### config.mk
export PLATFORM = sky130hd
export DESIGN_NAME = dm_access_unit
export DESIGN_NICKNAME = d
export VERILOG_FILES = /design/src/rtl/dm_access_unit.sv
export SDC_FILE = /design/constraint.sdc
export NUM_CORES = 1
export LEC_CHECK = 0
export CAP_MARGIN = 20
export CORE_ASPECT_RATIO = 1.5
export CORE_MARGIN = 5
export CORE_UTILIZATION = 39
export DETAILED_ROUTE_END_ITERATION = 8
export DONT_BUFFER_PORTS = 1
export PLACE_DENSITY = 0.63
export SYNTH_ARGS = -nofsm -noshare
export SYNTH_HDL_FRONTEND = slang
export SYNTH_SLANG_ARGS = --single-unit
### constraint.sdc
create_clock -name clk -period 6.9 [get_ports clk]
set_clock_uncertainty 0.15 [all_clocks]
set_input_delay 0.69 -clock clk [delete_from_list [all_inputs] [get_ports clk]]
set_output_delay 0.69 -clock clk [all_outputs]
set_load 0.01 [all_outputs]
### src/rtl/dm_access_unit.sv
// Data-memory access unit: turns one MEM-stage load/store into one or two
// handshaked bus beats with lane enables, lane-shifted store data and
// extended load data. Misaligned accesses are rejected or split.
module dm_access_unit #(
  parameter int unsigned DATA_W          = 32,
  parameter bit          ALLOW_UNALIGNED = 1'b0
) (
  input  logic              clk,
  input  logic              reset,
  input  logic              cpu_req,
  input  logic              cpu_we,
  input  logic [31:0]       cpu_addr,
  input  logic [2:0]        cpu_mode,
  input  logic [DATA_W-1:0] cpu_wdata,
  output logic              cpu_ready,
  output logic              cpu_done,
  output logic              cpu_err,
  output logic [DATA_W-1:0] cpu_rdata,
  output logic              mem_req,
  output logic              mem_we,
  output logic [31:0]       mem_addr,
  output logic [DATA_W/8-1:0] mem_be,
  output logic [DATA_W-1:0] mem_wdata,
  input  logic              mem_ack,
  input  logic [DATA_W-1:0] mem_rdata
);

  localparam int unsigned NB   = DATA_W / 8;
  localparam int unsigned OFFW = $clog2(NB);

  typedef enum logic [1:0] {IDLE, BEAT0, BEAT1, RESP} state_t;

  state_t              state;
  logic                we_q;
  logic [2:0]          mode_q;
  logic [31:0]         addr_q;
  logic [DATA_W-1:0]   wdata_q;
  logic [DATA_W-1:0]   rbuf;

  int unsigned         acc_size, acc_off, cur_size, cur_off;
  logic                acc_bad, split;
  logic [NB-1:0]       be0, be1;
  logic [DATA_W-1:0]   wd0, wd1, rd0, rd1;

  // Access size in bytes; 0 flags an illegal mode for this bus width.
  function automatic int unsigned size_of(input logic [2:0] mode);
    case (mode)
      3'd0:       return 4;
      3'd1, 3'd2: return 2;
      3'd3, 3'd4: return 1;
      3'd5:       return (DATA_W == 64) ? 8 : 0;
      default:    return 0;
    endcase
  endfunction

  // Lane enables for the first (lanes off..) or second (lanes 0..) beat.
  function automatic logic [NB-1:0] lane_be(input int unsigned off,
                                            input int unsigned sz,
                                            input logic second);
    logic [NB-1:0] be;
    be = '0;
    for (int unsigned j = 0; j < NB; j++) begin
      if (!second) be[j] = (j >= off) && (j < off + sz);
      else         be[j] = (j + NB < off + sz);
    end
    return be;
  endfunction

  // Store bytes moved onto their lanes; disabled lanes stay zero.
  function automatic logic [DATA_W-1:0] lane_data(input int unsigned off,
                                                  input int unsigned sz,
                                                  input logic second,
                                                  input logic [DATA_W-1:0] w);
    logic [DATA_W-1:0] d;
    d = '0;
    for (int unsigned j = 0; j < NB; j++) begin
      if (!second && j >= off && j < off + sz)
        d[8*j +: 8] = w[8*(j-off) +: 8];
      else if (second && j + NB < off + sz)
        d[8*j +: 8] = w[8*(j+NB-off) +: 8];
    end
    return d;
  endfunction

  // Collect the read bytes a beat contributes into a right-justified value.
  function automatic logic [DATA_W-1:0] gather(input int unsigned off,
                                               input int unsigned sz,
                                               input logic second,
                                               input logic [DATA_W-1:0] rd,
                                               input logic [DATA_W-1:0] acc);
    logic [DATA_W-1:0] r;
    r = acc;
    for (int unsigned k = 0; k < NB; k++) begin
      if (k < sz) begin
        if (!second && off + k < NB)
          r[8*k +: 8] = rd[8*(off+k) +: 8];
        else if (second && off + k >= NB)
          r[8*k +: 8] = rd[8*(off+k-NB) +: 8];
      end
    end
    return r;
  endfunction

  // Sign/zero extension; word is signed so it widens correctly on 64-bit.
  function automatic logic [DATA_W-1:0] extend(input logic [2:0] mode,
                                               input logic [DATA_W-1:0] v);
    logic [DATA_W-1:0] r;
    int unsigned       top;
    logic              sgn;
    r   = v;
    top = DATA_W;
    sgn = 1'b0;
    case (mode)
      3'd0: begin top = 32; sgn = 1'b1; end
      3'd1: top = 16;
      3'd2: begin top = 16; sgn = 1'b1; end
      3'd3: top = 8;
      3'd4: begin top = 8; sgn = 1'b1; end
      default: top = DATA_W;
    endcase
    for (int unsigned i = 0; i < DATA_W; i++)
      if (i >= top) r[i] = sgn & v[top-1];
    return r;
  endfunction

  assign cpu_ready = (state == IDLE);

  // Decode of the incoming request and of the latched request.
  always_comb begin
    acc_size = size_of(cpu_mode);
    acc_off  = 32'(cpu_addr[OFFW-1:0]);
    acc_bad  = (acc_size == 0) ||
               (!ALLOW_UNALIGNED && ((cpu_addr & 32'(acc_size - 1)) != '0));
    cur_size = size_of(mode_q);
    cur_off  = 32'(addr_q[OFFW-1:0]);
    split    = (cur_off + cur_size > NB);
    be0      = lane_be(acc_off, acc_size, 1'b0);
    wd0      = lane_data(acc_off, acc_size, 1'b0, cpu_wdata);
    be1      = lane_be(cur_off, cur_size, 1'b1);
    wd1      = lane_data(cur_off, cur_size, 1'b1, wdata_q);
    rd0      = gather(cur_off, cur_size, 1'b0, mem_rdata, '0);
    rd1      = gather(cur_off, cur_size, 1'b1, mem_rdata, rbuf);
  end

  // Access sequencer with registered bus and response outputs.
  always_ff @(posedge clk or negedge reset) begin
    if (!reset) begin
      state     <= IDLE;
      we_q      <= 1'b0;
      mode_q    <= '0;
      addr_q    <= '0;
      wdata_q   <= '0;
      rbuf      <= '0;
      mem_req   <= 1'b0;
      mem_we    <= 1'b0;
      mem_addr  <= '0;
      mem_be    <= '0;
      mem_wdata <= '0;
      cpu_done  <= 1'b0;
      cpu_err   <= 1'b0;
      cpu_rdata <= '0;
    end else begin
      case (state)
        IDLE: begin
          if (cpu_req) begin
            we_q    <= cpu_we;
            mode_q  <= cpu_mode;
            addr_q  <= cpu_addr;
            wdata_q <= cpu_wdata;
            cpu_err <= 1'b0;
            if (acc_bad) begin
              state     <= RESP;
              cpu_done  <= 1'b1;
              cpu_err   <= 1'b1;
              cpu_rdata <= '0;
            end else begin
              state     <= BEAT0;
              mem_req   <= 1'b1;
              mem_we    <= cpu_we;
              mem_addr  <= cpu_addr & ~32'(NB - 1);
              mem_be    <= be0;
              mem_wdata <= wd0;
              rbuf      <= '0;
            end
          end
        end
        BEAT0: begin
          if (mem_ack) begin
            if (split) begin
              // mem_req stays high: the second beat follows back to back.
              state     <= BEAT1;
              mem_addr  <= mem_addr + 32'(NB);
              mem_be    <= be1;
              mem_wdata <= wd1;
              rbuf      <= rd0;
            end else begin
              state     <= RESP;
              mem_req   <= 1'b0;
              mem_we    <= 1'b0;
              mem_be    <= '0;
              mem_wdata <= '0;
              cpu_done  <= 1'b1;
              cpu_rdata <= we_q ? '0 : extend(mode_q, rd0);
            end
          end
        end
        BEAT1: begin
          if (mem_ack) begin
            state     <= RESP;
            mem_req   <= 1'b0;
            mem_we    <= 1'b0;
            mem_be    <= '0;
            mem_wdata <= '0;
            cpu_done  <= 1'b1;
            cpu_rdata <= we_q ? '0 : extend(mode_q, rd1);
          end
        end
        RESP: begin
          cpu_done <= 1'b0;
          state    <= IDLE;
        end
        default: state <= IDLE;
      endcase
    end
  end

endmodule
==> impl_metrics.tcl, run 1 <==
set metrics [dict create \
    status "completed" \
    htreeDepth 4 \
    crit_arrival_ns 5.78 \
    cts_made_buffers 17 \
    final-hold-violation-count 0 \
    ys_async_sr_fraction_pct 100.0 \
    start_util_pct 39.51 \
    drive_above_1_share_pct 19.54 \
    grt_usage_pct 22.51 \
    seqPwrFrac_pct 32.2 \
    synthDistinctLibCells 93 \
    gp_congestion 0.8613 \
    endpoint_kind "flip-flop" \
    synth_ff_type "dfrtp_1" \
    rsz0062_at_grt "no" \
    path_max_fanout 29 \
    timing.final.crit_share_pct 81.05 \
    slew_headroom_pct 28.18 \
    dieArea_mm2 0.03432 \
    nets 1244 \
    fin_crit_ns 5.593 \
    drt_iter0_drc 740 \
    diodes 0 \
    p_leak_nw 5.073 \
    grt_pass1_wl_mm 60.56 \
    p_int_w 0.003392 \
    crit_type "reg -> reg" \
    boundaryPins 209 \
    syn_inst 1173 \
    worst_r2r_path_depth 17 \
    cp_data_required_time_ns 7.09 \
    fp.dieW_um 152.9 \
    port_buffers 0 \
    pwr-share-comb_pct 51.8 \
    pwr-share-clk_pct 16.0 \
    whs_ns 0.1154 \
    ys_warn_count 0 \
    clock_sinks 174 \
    drc 0 \
    fin_tns_setup_ns 0 \
    coreArea_mm2 0.03025 \
    p_per_area_mw_per_mm2 503.6 \
    clock_path_buffers 2 \
    max_freq_mhz 178.8 \
    power.switching_w 0.003050 \
    synth_edf_count 0 \
    max_cap_violations 0 \
    synth-seq-cells 174 \
    rows 78 \
    r2r-start "mode_q[2]$_DFFE_PN0P_" \
    p_sw_share_pct 47.34 \
    setup_viol_count_final 0 \
    peakVddDrop_mv 0.2389 \
    yosys.area.top_type "dfrtp_1" \
    hold_class "in -> async" \
    tritoncts "built" \
    synthesis.area_mm2 0.01195 \
    worstMarginPinSlew_ns 1.074 \
    synth.most_common_cell "dfrtp_1" \
    worstSetupStartpoint "mode_q[2]$_DFFE_PN0P_" \
    clkLatencyLatePin_ns 0.45 \
    ant_nets 0 \
    yosys-top-cells-area "dfrtp_1 (36%), mux4_2 (9.0%), mux2_2 (8.1%)" \
    drv_slew 0 \
    syn2layout_area_growth_pct 7.034 \
    yosys.area.top_type_share_pct 36.43 \
    vias_per_cell 6.404 \
    synth.avg_cell_area_um2 10.19 \
    synth_common_cells "dfrtp_1 (174), o21ai_0 (111), mux2_2 (86)" \
    die_h_um 224.4 \
    cts_root_buf "clkbuf_16" \
    yosysSeqAreaShare_pct 36.43 \
    grt_pass1_vias 9941 \
    grt_max_degree 175 \
    antenna_found_initial 0 \
    wl_mm 39.04 \
    grt.overflow.total 0 \
    clkTransAtPathRegs_ns 0.07 \
    routedWlPerCell_um 25.58 \
    first_pass_iters 5 \
    via_count 9773 \
    critPathLaunchType "flip-flop" \
    dp_hpwl_mm 27.96 \
    nFillCells 2946 \
]
[critical path, cell delays in order, from the launching register on]
cell and delay [ns]:
dfrtp_1 0.75, inv_1 0.20, or3_1 0.34, o21ai_0 0.14, inv_1 0.08, ha_1 0.38, or4b_1 0.51, a21boi_2 0.19
inv_2 0.12, ha_1 0.19, fa_1 0.25, o31a_1 0.21, o22ai_2 0.12, a31oi_2 0.19, buf_4 0.28, nand2_1 0.60
buf_12 0.41, a221o_1 0.36
[layer usage]
metal	GRT usage, %	vias to the layer above	wire length [µm]	part of all wire, %
li1	-	4374	-	-
met1	24.27	4914	13520	35
met2	40.50	412	20530	53
met3	7.026	73	3418	8.8
met4	9.980	0	1579	4.0
met5	0	-	0	0
[per-stage QoR]
step                setup slack, ns  utilization [%]  power [W]  cells  instance area [µm²]
floorplan                     2.646                -   0.004518   1174                11960
global placement              1.491            40.17   0.005323   1493                12150
detailed placement            1.397            40.17   0.005392   1493                12150
CTS                           1.358            42.29   0.006467   1526                12790
global route                  1.032            42.29   0.006859   1526                12790
finish                        1.307            42.29   0.006442   1526                12790
[power by group through the flow]
stage	Combinational (W)	Clock, W	Sequential [W]
after floorplan	0.00268	0	0.00183
after global placement	0.00324	0	0.00208
after detailed placement	0.00330	0	0.00210
after CTS	0.00333	0.00105	0.00208
after global routing	0.00362	0.00109	0.00215
final	0.00333	0.00103	0.00207
[cell type report]
type / instances / area, µm² / share of cell area (%)
Sequential cell: 174 / 4358 / 34.06
Multi-Input combinational cell: 846 / 6958 / 54.39
Clock buffer: 18 / 439.2 / 3.433
Clock inverter: 14 / 175.2 / 1.369
Tap cell: 400 / 500.5 / 3.912
Inverter: 60 / 225.2 / 1.760
Timing Repair Buffer: 14 / 137.6 / 1.076
[kinds of logic after synthesis]
| family | share of synthesized area (%) |
|---|---|
| xor+xnor | 0.1466 |
| compound gates | 21.63 |
| other cells | 0.03137 |
| buf+inv | 5.653 |
| simple gates | 11.29 |
| fa+ha+maj | 3.046 |
| mux | 21.77 |
| flops | 36.43 |
[registers in the layout, indices dropped and copies added (netlist names)]
register,count
addr_q,2
cpu_done,1
cpu_err,1
cpu_rdata,32
mem_addr,30
mem_be,4
mem_req,1
mem_wdata,32
mem_we,1
mode_q,3
rbuf,32
state,2
wdata_q,32
we_q,1
[final timing paths]
kind                                        endpoint  slack [ns]
max                         mem_addr[17]$_DFFE_PN0P_        1.31
max in group asynchronous      addr_q[0]$_DFFE_PN0P_        5.74
min                        mem_wdata[28]$_DFFE_PN0P_        0.12
min in group clk                rbuf[28]$_DFFE_PN0P_        0.21
max reg2reg                 mem_addr[17]$_DFFE_PN0P_        1.31
min reg2reg                     rbuf[27]$_DFFE_PN0P_        0.36
[repair_timing]
action / 4_1_cts / 5_1_grt
hold buffers: 1 / 0
buffers inserted: 0 / 0
endpoints found under the hold margin: 174 / 0
gates resized for setup: 0 / 0
[placed cells by master, fill, tap and decap left out, types with 17 or more instances in the layout]
master | netlist | layout
dfrtp_1 | 174 | 173
o21ai_0 | 111 | 111
mux2_2 | 86 | 86
nand2_1 | 66 | 65
inv_1 | 53 | 53
mux2i_1 | 53 | 53
mux4_2 | 48 | 48
nor2_1 | 47 | 47
a21oi_1 | 43 | 43
o31ai_1 | 34 | 34
o22ai_1 | 32 | 32
a211oi_1 | 27 | 27
ha_1 | 25 | 25
nand3_1 | 23 | 23
clkbuf_16 | 0 | 17
(Power assumes the default switching activity.)
==> inputs of run 2 (changes only) <==
==> constraint.sdc (replaced) <==
create_clock -name clk -period 5.2 [get_ports clk]
set_clock_uncertainty 0.15 [all_clocks]
set_input_delay 0.52 -clock clk [delete_from_list [all_inputs] [get_ports clk]]
set_output_delay 0.52 -clock clk [all_outputs]
set_load 0.01 [all_outputs]
==> run 2 against run 1 <==
Clock-buffer cell count up 1. Sequential power up 31%. Via count up 1.2%. Utilization up 0.21 points. Critical endpoint is now cpu_rdata[27]$_DFFE_PN0P_. Combinational power up 36%. The run now ends with negative hold slack left. Worst setup slack worse by 0.80 ns. Design area up 0.50%. Hold slack worse by 0.16 ns. Critical path depth down 2. Largest cell class unchanged. First-iteration DRC count up 7.8%. Maximum frequency up 19%. Global-route usage down 0.25 points.
==> impl_metrics.tcl, run 2 (synthesis gave the netlist of run 1 again) <==
set metrics [dict create \
    grt_max_degree 175 \
    hold_buffers 1 \
    p_leak_nw 5.104 \
    drt_iter0_drc 798 \
    grt.overflow.total 0 \
    placed_area_mm2 0.01225 \
    violations "negative hold slack" \
    fin_tns_setup_ns 0 \
    nFillCells 2954 \
    clkTransAtPathRegs_ns 0.07 \
    vias_per_cell 6.429 \
    tritoncts "built" \
    setup_viol_count_final 0 \
    port_buffers 0 \
    endpoint_kind "flip-flop" \
    cp_data_required_time_ns 5.41 \
    status "complete, but fails checks" \
    fin_crit_ns 4.694 \
    via_count 9888 \
    clkLatencyLatePin_ns 0.45 \
    htreeDepth 4 \
    dieArea_mm2 0.03432 \
    reg2reg_slack_ns 0.51 \
    die_h_um 224.4 \
    final_cell_mix "dfrtp_1 (173), o21ai_0 (111), mux2_2 (86), nand2_1 (65)" \
    design_area_mm2 0.01286 \
    rows 78 \
    grt_pass1_vias 9958 \
    dp_hpwl_mm 28.17 \
    drc 0 \
    crit_arrival_ns 4.90 \
    max_freq_mhz 213.0 \
    whs_ns -0.04161 \
    multi_input_area_mm2 0.006958 \
    wl_mm 39.22 \
    p_per_area_mw_per_mm2 667.8 \
    r2r-start "mode_q[1]$_DFFE_PN0P_" \
    drive_above_1_share_pct 20.07 \
    gp_congestion 0.8954 \
    rsz0062_at_grt "no" \
    max_cap_violations 0 \
    worst_r2r_path_depth 15 \
    clock_sinks 174 \
    seq_area_mm2 0.004358 \
    coreArea_mm2 0.03025 \
    grt_usage_pct 22.26 \
    slew_headroom_pct 38.45 \
    post_cts_resized 0 \
    routedWlPerCell_um 25.50 \
    antenna_found_initial 0 \
    r2r-end "cpu_rdata[27]$_DFFE_PN0P_" \
    worstMarginPinSlew_ns 0.9232 \
    syn2layout_area_growth_pct 7.568 \
    clock_path_buffers 2 \
    nets 1257 \
    boundaryPins 209 \
    cts_setup_buffers 0 \
    drv_slew 0 \
    crit_type "reg -> reg" \
    fp.dieW_um 152.9 \
    cts_root_buf "clkbuf_16" \
    peakVddDrop_mv 0.3133 \
    final_common_cell "dfrtp_1" \
    ant_nets 0 \
    critPathLaunchType "flip-flop" \
    hold_class "in -> async" \
    final-hold-violation-count 11 \
    first_pass_iters 6 \
    grt_pass1_wl_mm 60.18 \
    start_util_pct 39.51 \
    cts_made_buffers 17 \
    path_max_fanout 23 \
    timing.final.crit_share_pct 90.28 \
]
run 2: cell type report:
type | count | share of cell area (%)
repair buffers | 27 | 1.830
multi-input cells | 846 | 54.12
well taps | 400 | 3.893
inverters | 60 | 1.752
clock buffers | 19 | 3.367
flip-flops and latches | 174 | 33.89
clock inverters | 10 | 1.109
diodes | 2 | 0.03893
run 2: critical path: stages, from the launching register on:
cell and delay (ns):
dfrtp_1 0.48, buf_4 0.25, nand2_1 0.08, o21ai_0 0.25
inv_1 0.08, ha_1 0.21, or4b_1 0.45, a21boi_2 0.19
inv_2 0.11, ha_1 0.19, fa_1 0.47, o22ai_2 0.24
and2_4 0.22, o32ai_4 0.17, or3_1 0.75, a32oi_1 0.31
run 2: where the power goes:
| group | switching [W] | internal (W) |
|---|---|---|
| sequential | 0.000795 | 0.00192 |
| clock | 0.000577 | 0.000749 |
| combinational | 0.00264 | 0.00191 |
run 2: layer usage:
layer | share of wire [%] | vias to the layer above | global-route usage, %
met5 | 0 | - | 0
met4 | 4.4 | 0 | 10.44
met3 | 8.9 | 80 | 7.064
met2 | 51 | 433 | 38.48
met1 | 36 | 4974 | 25.01
li1 | - | 4401 | -
run 2: how the worst max path moves through the flow:
stage                          startpoint                   endpoint  depth (start not counted)
finish              mode_q[1]$_DFFE_PN0P_  cpu_rdata[27]$_DFFE_PN0P_                         15
global route        mode_q[1]$_DFFE_PN0P_  cpu_rdata[23]$_DFFE_PN0P_                         16
CTS                 mode_q[1]$_DFFE_PN0P_  cpu_rdata[27]$_DFFE_PN0P_                         15
detailed placement  mode_q[1]$_DFFE_PN0P_  cpu_rdata[29]$_DFFE_PN0P_                         15
global placement    mode_q[1]$_DFFE_PN0P_  cpu_rdata[10]$_DFFE_PN0P_                         15
floorplan           mode_q[2]$_DFFE_PN0P_  cpu_rdata[11]$_DFFE_PN0P_                         18
run 2: through the flow:
step / power (W) / instances / setup WS [ns] / utilization (%) / hold WS, ns
after detailed placement: 0.007232 / 1506 / 0.5334 / 40.49 / 0.08198
after global placement: 0.007136 / 1506 / 0.6729 / 40.49 / 0.08966
after CTS: 0.008608 / 1536 / 0.5044 / 42.48 / 0.02392
after global routing: 0.009115 / 1536 / 0.1909 / 42.48 / 0.03887
after floorplan: 0.005996 / 1174 / 0.9460 / - / 0.07441
final: 0.008586 / 1538 / 0.5057 / 42.50 / -0.04161
==> inputs of run 3 (changes only) <==
--- a/config.mk
+++ b/config.mk
@@ -11,6 +11,7 @@
 export CORE_UTILIZATION = 39
 export DETAILED_ROUTE_END_ITERATION = 8
 export DONT_BUFFER_PORTS = 1
+export HOLD_SLACK_MARGIN = 0.03
 export PLACE_DENSITY = 0.63
 export SYNTH_ARGS = -nofsm -noshare
 export SYNTH_HDL_FRONTEND = slang
==> run 3 against run 2 <==
The flow now finishes without violations. Maximum frequency is 0.26% lower. Worst setup slack got worse by 0.012 ns. Design area hardly changed. Critical endpoint is now cpu_rdata[29]$_DFFE_PN0P_. Highest routed layer unchanged.
==> impl_metrics.tcl, run 3 (synthesis gave the netlist of run 1 again) <==
set metrics [dict create \
    drc 0 \
    fin_tns_setup_ns 0 \
    crit_type "reg -> reg" \
    drv_slew 0 \
    gp_congestion 0.8954 \
    wl_mm 39.08 \
    tritoncts "built" \
    whs_ns 0.05499 \
    dr_wl_met3_mm 3.308 \
    grt.overflow.total 0 \
    hold_class "in -> reg" \
    grt_pass1_wl_mm 60.20 \
    port_buffers 0 \
    rsz0062_at_grt "no" \
    nFillCells 2956 \
    endpoint_kind "flip-flop" \
    max_freq_mhz 212.5 \
    post_cts_resized 0 \
    clkTransAtPathRegs_ns 0.07 \
    grt_max_degree 175 \
    power_w 0.008580 \
    fin_ws_ns 0.4937 \
    boundaryPins 209 \
    dp_hpwl_mm 28.17 \
    die_h_um 224.4 \
    fin_crit_ns 4.706 \
    path_max_fanout 23 \
    cts_made_buffers 17 \
    p_leak_nw 5.108 \
    routedWlPerCell_um 25.42 \
    crit_arrival_ns 4.91 \
    coreArea_mm2 0.03025 \
    wl_met1_mm 14.09 \
    diodes 0 \
    p_per_area_mw_per_mm2 667.1 \
    drt_iter0_drc 719 \
    post-place-ws_ns 0.5334 \
    final_common_cell "dfrtp_1" \
    clkLatencyLatePin_ns 0.45 \
    clock_path_buffers 2 \
    syn2layout_area_growth_pct 7.610 \
    worstMarginPinSlew_ns 1.000 \
    htreeDepth 4 \
    top_layer_used "met4" \
    antenna_found_initial 0 \
    dr_wl_met2_mm 19.93 \
    first_pass_iters 5 \
    fp.dieW_um 152.9 \
    final-hold-violation-count 0 \
    setup_viol_count_final 0 \
    drive_above_1_share_pct 20.05 \
    final_cell_mix "dfrtp_1 (173), o21ai_0 (111), mux2_2 (86), nand2_1 (65)" \
    peakVddDrop_mv 0.3121 \
    slew_headroom_pct 33.31 \
    clock_sinks 174 \
    timing.final.crit_share_pct 90.51 \
    critPathLaunchType "flip-flop" \
    cp_data_required_time_ns 5.41 \
    nets 1258 \
    worst_r2r_path_depth 15 \
    dieArea_mm2 0.03432 \
    min_delay_path_depth 2 \
    ant_nets 0 \
    vias_per_cell 6.427 \
    cts_root_buf "clkbuf_16" \
    rows 78 \
    start_util_pct 39.51 \
    via_count 9878 \
    max_cap_violations 0 \
    grt_pass1_vias 9964 \
    status "completed" \
    grt_usage_pct 22.26 \
]
-- run 3: changes by cell type in the layout (fill, tap and decap cells not counted), sizes merged --
cell,delta
diode,-2
dlygate4sd3,+1
-- run 3: layout make-up --
cell class / count / area, µm² / share of cell area, %
multi-input combinational: 846 / 6958 / 54.10
sequential: 174 / 4358 / 33.88
tap: 400 / 500.5 / 3.891
clock buffer: 19 / 432.9 / 3.366
timing repair buffer: 28 / 245.2 / 1.907
inverter: 60 / 225.2 / 1.751
clock inverter: 10 / 142.6 / 1.109
-- run 3: per-layer routing --
layer  vias to the layer above  track usage [%]
li1                       4397                -
met1                      4964            25.02
met2                       435            38.48
met3                        82            7.064
met4                         0            10.44
met5                         -                0
-- run 3: worst paths after layout --
| check | end | slack, ns | from |
|---|---|---|---|
| worst max-delay path | cpu_rdata[29]$_DFFE_PN0P_ | 0.49 | mode_q[1]$_DFFE_PN0P_ |
| worst min-delay path | rbuf[25]$_DFFE_PN0P_ | 0.05 | mem_rdata[25] |
| worst max register to register | cpu_rdata[29]$_DFFE_PN0P_ | 0.49 | mode_q[1]$_DFFE_PN0P_ |
| worst min register to register | rbuf[0]$_DFFE_PN0P_ | 0.36 | rbuf[0]$_DFFE_PN0P_ |
| max in group asynchronous | mem_addr[18]$_DFFE_PN0P_ | 3.49 | reset |
| min in group asynchronous | mem_wdata[28]$_DFFE_PN0P_ | 0.59 | reset |
-- run 3: critical path, cell delays in order, from the launching register on --
cell and delay [ns]:
dfrtp_1 0.48, buf_4 0.26, nand2_1 0.08, o21ai_0 0.25, inv_1 0.08, ha_1 0.20
or4b_1 0.45, a21boi_2 0.19, inv_2 0.11, ha_1 0.19, fa_1 0.47, o22ai_2 0.24
and2_4 0.22, o32ai_4 0.17, or3_1 0.75, a32oi_1 0.32
-- run 3: power by group --
part | leakage [nW] | switching, W | internal (W)
Combinational | 2.60 | 0.00263 | 0.00191
Clock | 0.267 | 0.000574 | 0.000749
Sequential | 2.24 | 0.000793 | 0.00192
Total | 5.11 | 0.00400 | 0.00458
-- run 3: per-stage QoR --
stage / utilization (%) / cell area (µm²) / std cells
2_1_floorplan: - / 11960 / 1174
5_1_grt: 42.51 / 12860 / 1537
3_5_place_dp: 40.49 / 12250 / 1506
6_report: 42.51 / 12860 / 1537
3_3_place_gp: 40.49 / 12250 / 1506
4_1_cts: 42.51 / 12860 / 1537
-- run 3: timing repair --
item,4_1_cts,5_1_grt
endpoints found under the hold margin,174,0
setup endpoints to repair,0,0
hold buffers,2,0
setup buffers,0,0
